## src/rtl/rr_arbiter4_pkg.sv

```systemverilog
// Shared definitions for the four-way round-robin arbiter: FSM encoding
// and the default hold limit.
package rr_arbiter4_pkg;

  typedef enum logic {
    S_IDLE  = 1'b0,
    S_GRANT = 1'b1
  } state_t;

  localparam int MAX_HOLD_DEFAULT = 16;
  localparam int HOLD_CNT_W       = 8;

endpackage

```

## src/rtl/rr_arbiter4_if.sv

```systemverilog
// Request/grant bundle between four requesters and the arbiter.
interface rr_arbiter4_if;

  logic [3:0] req;
  logic [3:0] gnt;
  logic       gnt_valid;
  logic [1:0] gnt_id;
  logic       preempt;

  modport master (
    output req,
    input  gnt,
    input  gnt_valid,
    input  gnt_id,
    input  preempt
  );

  modport slave (
    input  req,
    output gnt,
    output gnt_valid,
    output gnt_id,
    output preempt
  );

endinterface

```

## src/rtl/b2to4_decoder.sv

```systemverilog
// Combinational 2-to-4 one-hot decoder assembled from two 1-to-2 decodes.
module b2to4_decoder (
  input  logic [1:0] x1_x0,
  output logic [3:0] z3_z0
);

  logic [1:0] hi;
  logic [1:0] lo;

  // Each half is a 1-to-2 decode of one select bit; the outputs are their products.
  assign hi = {x1_x0[1], ~x1_x0[1]};
  assign lo = {x1_x0[0], ~x1_x0[0]};

  assign z3_z0 = {hi[1] & lo[1], hi[1] & lo[0], hi[0] & lo[1], hi[0] & lo[0]};

endmodule

```

## src/rtl/rr_arbiter4.sv

```systemverilog
// Round-robin arbiter for four requesters with registered one-hot grant and
// a hold limit that revokes a long-running grant while others are waiting.
module rr_arbiter4
  import rr_arbiter4_pkg::*;
#(
  parameter int MAX_HOLD = MAX_HOLD_DEFAULT
) (
  input logic          clock,
  input logic          reset_,
  rr_arbiter4_if.slave bus
);

  localparam logic [HOLD_CNT_W-1:0] HOLD_LIMIT = HOLD_CNT_W'(MAX_HOLD);

  state_t                state;
  state_t                state_nxt;
  logic [1:0]            holder;
  logic [1:0]            holder_nxt;
  logic [1:0]            last;
  logic [1:0]            last_nxt;
  logic [HOLD_CNT_W-1:0] hold_cnt;
  logic [HOLD_CNT_W-1:0] hold_cnt_nxt;
  logic                  preempt_r;
  logic                  preempt_nxt;
  logic [1:0]            winner;
  logic [3:0]            dec;
  logic                  others;

  // First set request scanning upward from last+1; last itself is checked last.
  function automatic logic [1:0] pick_winner(input logic [3:0] r, input logic [1:0] l);
    logic [1:0] pick;
    logic [1:0] idx;
    pick = l;
    for (int k = 4; k >= 1; k--) begin
      idx = l + 2'(k);
      if (r[idx]) pick = idx;
    end
    return pick;
  endfunction

  b2to4_decoder u_dec (
    .x1_x0 (holder),
    .z3_z0 (dec)
  );

  assign winner = pick_winner(bus.req, last);
  assign others = |(bus.req & ~dec);

  always_ff @(posedge clock or negedge reset_) begin
    if (!reset_) begin
      state     <= S_IDLE;
      holder    <= 2'd0;
      last      <= 2'd3;
      hold_cnt  <= '0;
      preempt_r <= 1'b0;
    end else begin
      state     <= state_nxt;
      holder    <= holder_nxt;
      last      <= last_nxt;
      hold_cnt  <= hold_cnt_nxt;
      preempt_r <= preempt_nxt;
    end
  end

  always_comb begin
    state_nxt    = state;
    holder_nxt   = holder;
    last_nxt     = last;
    hold_cnt_nxt = hold_cnt;
    preempt_nxt  = 1'b0;
    case (state)
      S_IDLE: begin
        if (|bus.req) begin
          state_nxt    = S_GRANT;
          holder_nxt   = winner;
          last_nxt     = winner;
          hold_cnt_nxt = HOLD_CNT_W'(1);
        end
      end
      S_GRANT: begin
        // A release takes precedence over preemption on the same edge.
        if (!bus.req[holder]) begin
          state_nxt    = S_IDLE;
          holder_nxt   = 2'd0;
          hold_cnt_nxt = '0;
        end else if (hold_cnt == HOLD_LIMIT && others) begin
          state_nxt    = S_IDLE;
          holder_nxt   = 2'd0;
          hold_cnt_nxt = '0;
          preempt_nxt  = 1'b1;
        end else if (hold_cnt != HOLD_LIMIT) begin
          hold_cnt_nxt = hold_cnt + HOLD_CNT_W'(1);
        end
      end
      default: begin
        state_nxt = S_IDLE;
      end
    endcase
  end

  assign bus.gnt_valid = (state == S_GRANT);
  assign bus.gnt_id    = holder;
  assign bus.gnt       = dec & {4{bus.gnt_valid}};
  assign bus.preempt   = preempt_r;

endmodule

```

## src/flat_wrapper.sv

```systemverilog
// flat-port wrapper written by rule: the top's interface ports become plain ports
module rr_arbiter4_flat import rr_arbiter4_pkg::*;
#(
  parameter int MAX_HOLD = MAX_HOLD_DEFAULT
)
  (clock, reset_, bus_req, bus_gnt, bus_gnt_valid, bus_gnt_id, bus_preempt);
  rr_arbiter4_if bus_i ();
  input logic clock;
  input logic reset_;
  input wire logic [$bits(bus_i.req)-1:0] bus_req;
  output wire logic [$bits(bus_i.gnt)-1:0] bus_gnt;
  output wire logic [$bits(bus_i.gnt_valid)-1:0] bus_gnt_valid;
  output wire logic [$bits(bus_i.gnt_id)-1:0] bus_gnt_id;
  output wire logic [$bits(bus_i.preempt)-1:0] bus_preempt;
  assign bus_i.req = bus_req;
  assign bus_gnt = bus_i.gnt;
  assign bus_gnt_valid = bus_i.gnt_valid;
  assign bus_gnt_id = bus_i.gnt_id;
  assign bus_preempt = bus_i.preempt;
  rr_arbiter4 #(.MAX_HOLD(MAX_HOLD)) u_core (.clock(clock), .reset_(reset_), .bus(bus_i));
endmodule
```

## config.mk

```make
export PLATFORM = sky130hd
export DESIGN_NAME = rr_arbiter4_flat
export DESIGN_NICKNAME = d
export VERILOG_FILES = /design/src/rtl/rr_arbiter4_pkg.sv /design/src/rtl/rr_arbiter4_if.sv /design/src/rtl/b2to4_decoder.sv /design/src/rtl/rr_arbiter4.sv /design/src/flat_wrapper.sv
export SDC_FILE = /design/constraint.sdc
export NUM_CORES = 1
export LEC_CHECK = 0
export CAP_MARGIN = 20
export CORE_UTILIZATION = 50
export DETAILED_ROUTE_END_ITERATION = 8
export DONT_BUFFER_PORTS = 1
export SYNTH_ARGS = -nofsm -noshare
export SYNTH_HDL_FRONTEND = slang
export SYNTH_HIERARCHICAL = 1
export SYNTH_SLANG_ARGS = --single-unit
export TNS_END_PERCENT = 100
```

## constraint.sdc

```tcl
create_clock -name clock -period 5.51 [get_ports clock]
set_clock_uncertainty 0.1 [all_clocks]
set_input_delay 1.102 -clock clock [delete_from_list [all_inputs] [get_ports clock]]
set_output_delay 1.102 -clock clock [all_outputs]
set_load 0.01 [all_outputs]
```

After elaboration in Yosys (flattened, before gate mapping)
Index checks and enable logic that the tools add are counted.
{"block": "classes", "n_lt_le_gt_ge": 4, "eq_ne": 5, "bitwise": 10, "add_sub_neg": 4, "muxes": 27, "n_reduce_logical": 6}
{"cell": "$mux W8", "count": 4}
{"cell": "$pmux W8 S2", "count": 1}
{"cell": "$lt A2 B3 Y1 const B", "count": 4}
{"cell": "$mux W2", "count": 6}
{"cell": "$mux W1", "count": 10}
{"cell": "$add A8 B1 Y8 const B", "count": 1}
{"cell": "$and A4 B4 Y4", "count": 2}
{"cell": "$bmux W1 S2", "count": 4}
{"cell": "$eq A8 B5 Y1 const B", "count": 1}
{"cell": "$ne A8 B5 Y1 const B", "count": 1}
{"cell": "$reduce_or A4 Y1", "count": 2}
{"cell": "$reduce_and A2 Y1", "count": 3}
{"cell": "$add A2 B2 Y2 const B", "count": 2}
{"cell": "$and A1 B1 Y1", "count": 4}
{"cell": "$ne A4 B4 Y1 const B", "count": 1}
{"cell": "$not A4 Y4", "count": 1}
{"cell": "$pmux W2 S2", "count": 1}
{"cell": "$ne A3 B3 Y1 const B", "count": 1}
{"cell": "$not A1 Y1", "count": 3}
{"cell": "$add A2 B1 Y2 const B", "count": 1}
{"cell": "$ne A2 B1 Y1 const B", "count": 1}
{"cell": "$pmux W1 S2", "count": 1}
{"cell": "$logic_and A1 B1 Y1", "count": 1}
{"block": "word_totals", "elab_cells": 61, "output_inout_bits": 8, "ff_bits": 14, "inputBits": 6}

Logic depth before layout (Yosys ltp)
{"block": "depth", "depth_word": 9, "mapped_depth": 7, "depth_no_buf": 7}

Hierarchy
Netlist, hierarchy kept.
{"module": "rr_arbiter4", "area_each_um2": 963.4, "cells_each": 103, "seq_area_each_um2": 352.8, "n_inst": 1}
{"module": "b2to4_decoder", "area_each_um2": 26.3, "cells_each": 4, "seq_area_each_um2": 0.0, "n_inst": 1}

Worst setup path before layout
OpenSTA, ideal clock, no wires.
{"block": "synth_path", "kind": "in2reg", "startpoint": "input port bus_req[1]", "endpoint": "register u_core.hold_cnt[5]", "path_stages": 5, "required_time_ns": 5.320, "setup_time_ns": 0.090, "arrival_time_ns": 2.065, "n_path_buf": 0, "slack_ns": 3.255, "cell_sequence": "or2b_1 -> o2111ai_2 -> a21o_4 -> or3_1 -> o221ai_1"}
{"block": "synth_via", "elab_chain_cells": 6, "word_cells_on_any_way": 12, "classes_between": "2 x eq/ne; 5 x mux; 1 x bitwise; 4 x reduce/logical"}
{"item": "from (decl)", "line_no": "flat_wrapper.sv:10", "text": "input wire logic [$bits(bus_i.req)-1:0] bus_req;"}
{"item": "$and A4 B4 Y4", "line_no": "rr_arbiter4.sv:47", "text": "assign others = |(bus.req & ~dec);"}
{"item": "$reduce_or A4 Y1", "line_no": "rr_arbiter4.sv:47"}
{"item": "$logic_and A1 B1 Y1", "line_no": "rr_arbiter4.sv:86", "text": "end else if (hold_cnt == HOLD_LIMIT && others) begin"}
{"item": "$mux W8", "line_no": "rr_arbiter4.sv:86"}
{"item": "$mux W8", "line_no": "rr_arbiter4.sv:82", "text": "if (!bus.req[holder]) begin"}
{"item": "$pmux W8 S2", "line_no": "rr_arbiter4.sv:71", "text": "case (state)"}
{"item": "to (signal assigned)", "line_no": "rr_arbiter4.sv:60", "text": "hold_cnt <= hold_cnt_nxt;"}
{"item": "to (decl)", "line_no": "rr_arbiter4.sv:21", "text": "logic [HOLD_CNT_W-1:0] hold_cnt;"}
Parallel ways exist; a longest one is shown, timed or not. The select of a mux whose other input is x is not followed.
A chain may end at the register's enable or synchronous reset.

Worst setup path in the final report
{"block": "layout_path", "startpoint": "register u_core.holder[0], in the netlist u_core/bus.gnt_id[0]", "endpoint": "output port bus_gnt[2]"}
{"block": "layout_via", "elab_chain_cells": 3}
{"item": "from (decl)", "line_no": "rr_arbiter4.sv:17", "text": "logic [1:0] holder;"}
{"item": "from (signal assigned)", "line_no": "rr_arbiter4.sv:58", "text": "holder <= holder_nxt;"}
{"item": "$not A1 Y1", "line_no": "b2to4_decoder.sv:12", "text": "assign lo = {x1_x0[0], ~x1_x0[0]};"}
{"item": "$and A1 B1 Y1", "line_no": "b2to4_decoder.sv:14", "text": "assign z3_z0 = {hi[1] & lo[1], hi[1] & lo[0], hi[0] & lo[1], hi[0] & lo[0]};"}
{"item": "net u_core.dec[2]", "line_no": "rr_arbiter4.sv:26", "text": "logic [3:0] dec;"}
{"item": "$and A4 B4 Y4", "line_no": "rr_arbiter4.sv:103", "text": "assign bus.gnt = dec & {4{bus.gnt_valid}};"}
{"item": "to (decl)", "line_no": "flat_wrapper.sv:11", "text": "output wire logic [$bits(bus_i.gnt)-1:0] bus_gnt;"}
The timed path passes the listed nets, and every way through them passes these cells.

==> summary.md <==
| Metric | Value |
|---|---|
| Status | finished clean |
| Core Region | 1780 um2 |
| Post-synthesis simple-gate area fraction | 30.0% |
| Setup bufs post-CTS | 0 |
| Avg WL per Cell | 13.8 um |
| Worst slew pin tran | 414 ps |
| # setup viols final | 0 |
| Hold Path Class | input pin to async pin |
| Setup ws final | approximately 3000 ps |
| Logic pwr share | 43.8% |
| Mapped cell area | 990 um2 |
| Die Y | between 40 and 50 um |
| # Max-Cap Violations | 0 |
| F_max | 403 MHz |
| WP data required | 4310 ps |
| Yosys warns | 6 |
| Worst skew pair latency | between 200 and 300 ps |
| Area occupied by multi-input gates | 613 um2 |
| Sequential cell area | 353 um2 |
| Post_cts resized | 0 |
| Largest net degree at the start of global routing | 15 |
| CTS tree | done |
| RSZ-0062 raised after global routing | no |
| CTS sink count | 14 |
| Clock tree buffer depth | 2 |
| DR vias/cell | 5.81 |
| Worst Setup End Kind | primary output |
| Total congestion overflow | 0 |
| Final WL | around 1900 um |
| CTS HTree Levels | 1 |
| EDFF count, synth | 0 |
| Routed Antenna Nets | 0 |
| Gr usage total | 21.6% |
| Number of synthesized register bits | 14 |
| Drt first-iter violations | 19 |
| Period minus WS final | about 2500 ps |
| Starting density of the core | about 56% |
| Crit Path Category | flip-flop to primary output |
| Worst path arrival time | 1280 ps |
| Post-Synth XOR/XNOR Area | 2.65% |
| CTS root buffer | clkbuf_4 |
| Synth Area in Compound Gates | 22.6% |
| CP Max Fanout | 10 |
| Width of the die | 46.5 um |
| Row cnt | 15 |
| Die ar. | 2160 um2 |
| Layout cell share with drive strength beyond 1 | approximately 16% |
| Area share of fa/ha/maj cells after synthesis | 2.53% |
| Area Overhead vs Synth | 6.32% |
| Worst vdd ir | approximately 0.28 mV |
| Async set or reset register ratio after synthesis | 100% |
| Max Slew Vio Count | 0 |
| Input/output buffers | 0 |
| Syn_nets | around 120 |
| Part of the cycle the worst path needs | between 40% and 50% |
| Post-place setup slack | 3170 ps |
| Pleak | 0.448 nW |
| Slowest stage cell on the critical path | dfrtp_1 |
| Combinational family with the most area after synthesis | simple AND/OR/NAND/NOR gates |
| Register area share after synthesis | 35.7% |
| Crit start category | flip-flop |
| Hold Vio Cnt, Final | 0 |
| Worst-path cell chain | and2b_2 -> and2_1 |
| Multiplexer share of the synthesized area | between 4 and 5% |
| Drt pass-1 iters | 4 |
| Post-Syn Instances | approximately 110 |
| Via count | 785 |
| Worst-path clk slew | approximately 80 ps |
| Avg Cell Area, Syn | slightly above 9 um2 |
| Sw Pwr | 0.000190 W |
| IO Count | 14 |
| Clock power frac | 15.7% |
| Prevailing post-synth register cell | dfrtp_1 |
| Pwr Density | 445 nW/um2 |
| Diode count | 0 |
| Internal power | 0.000278 W |
| Num CTS Buffers | 3 |
| Initial antenna violation count | 0 |
| Flop pwr share | 40.5% |
| Setup TNS | 0 ps |
| Vias in the first global route | 722 |
| First-pass GRT wire length | ~3200 um |
| FILL cells | between 150 and 200 |
| Switch share | 40.6% |
| Max_slew headroom | between 70% and 80% |
| Synth cell types | 47 |
| Hpwl dp | 1400 um |
| DRC violations left | 0 |
| GPL Wtd Cong | 0.881 |
| Hold-fix buffers, CTS | 0 |
| CP max stage delay | 550 ps |
| Nets | 119 |
stage by stage:
step           hold WS (ps)  power (W)  instances  cell area, um2  utilization (%)
6_report                399   0.000468        135            1050             59.0
5_1_grt                 374   0.000508        135            1050             59.0
2_1_floorplan           381   0.000357        107             990                -
3_3_place_gp            403   0.000394        131            1020             57.0
4_1_cts                 392   0.000471        135            1050             59.0
3_5_place_dp            408   0.000396        131            1020             57.0
worst max-delay path, delay by kind of cell, from the launching register on:
kind / cells / cell delay (ps)
flip-flops: 1 / 550
AND/OR/NAND/NOR: 2 / 450
Yosys cell counts (all sizes together), types with 2 or more instances:
library cell / number / area, um2
or2b: 2 / 15.0
xnor2: 3 / 26.3
nor2: 6 / 25.0
or3: 2 / 12.5
dfstp: 2 / 52.6
a21oi: 3 / 18.8
dfrtp: 12 / 300
nor3: 3 / 15.0
and2: 5 / 32.5
mux2i: 3 / 30.0
a21o: 3 / 30.0
inv: 5 / 18.8
a2bb2oi: 2 / 35.0
a221oi: 2 / 23.8
nand2: 12 / 45.0
ha: 2 / 25.0
nand2b: 7 / 43.8
nand3: 3 / 15.0
and3: 3 / 20.0
o21ai: 8 / 43.8
and2b: 3 / 23.8
cells by family after synthesis:
logic type | Yosys count
buf+inv | 6
xor+xnor | 3
fa+ha+maj | 2
simple gates | 52
compound gates | 26
flops | 14
mux | 4
registers in the layout, summed over array words and instances, names as in the netlist:
register	cells
u_core/last	2
u_core/hold_cnt	8
u_core/bus.gnt_valid	1
u_core/bus.gnt_id	2
u_core/bus.preempt	1
layer usage:
layer  routed length (um)  global-route usage, %  part of all wire, %  up-vias
met2                  755                   27.2                   40       20
met1                 1020                   32.6                   55      365
met5                    0                      0                    0        -
met3                   72                   7.45                  3.9        5
met4                   20                   8.82                  1.1        0
li1                     -                      -                    -      395
final timing paths:
path / cells past startpoint / to / startpoint / slack [ps]
min: 0 / u_core/bus.gnt_valid / reset_ / 400
min reg2reg: 2 / u_core/last[1] / u_core/last[1] / 420
max in group asynchronous: 0 / u_core/last[0] / reset_ / 4730
max: 2 / bus_gnt[2] / u_core/bus.gnt_id[0] / 3030
max reg2reg: 6 / u_core/hold_cnt[7] / u_core/bus.gnt_id[0] / 3530
min in group clock: 2 / u_core/last[1] / u_core/last[1] / 420
layout by cell type (no fill, tap or decap), types with 2 or more instances in the layout:
master,count
a21o_1,2
a21oi_1,2
and2_1,4
and2b_1,2
and3_1,2
clkbuf_4,3
dfrtp_1,12
dfstp_2,2
ha_1,2
inv_1,5
mux2i_1,3
nand2_1,12
nand2b_1,7
nand3_1,3
nor2_1,5
nor3_1,3
o21ai_0,5
o21ai_1,2
or2b_1,2
or3_1,2
xnor2_1,3
cell type report:
class | count | share of cell area (%)
Tap cell | 25 | 2.97
Inverter | 5 | 1.78
Multi-Input combinational cell | 87 | 58.3
Clock buffer | 4 | 3.45
Sequential cell | 14 | 33.5
power groups by stage:
stage | Sequential, W | Clock [W] | Combinational (W)
final | 0.000189 | 0.0000736 | 0.000205
after global placement | 0.000190 | 0 | 0.000204
after floorplan | 0.000168 | 0 | 0.000189
after CTS | 0.000190 | 0.0000758 | 0.000205
after detailed placement | 0.000192 | 0 | 0.000204
after global routing | 0.000197 | 0.0000812 | 0.000230
Power figures use the tool's default switching activity.
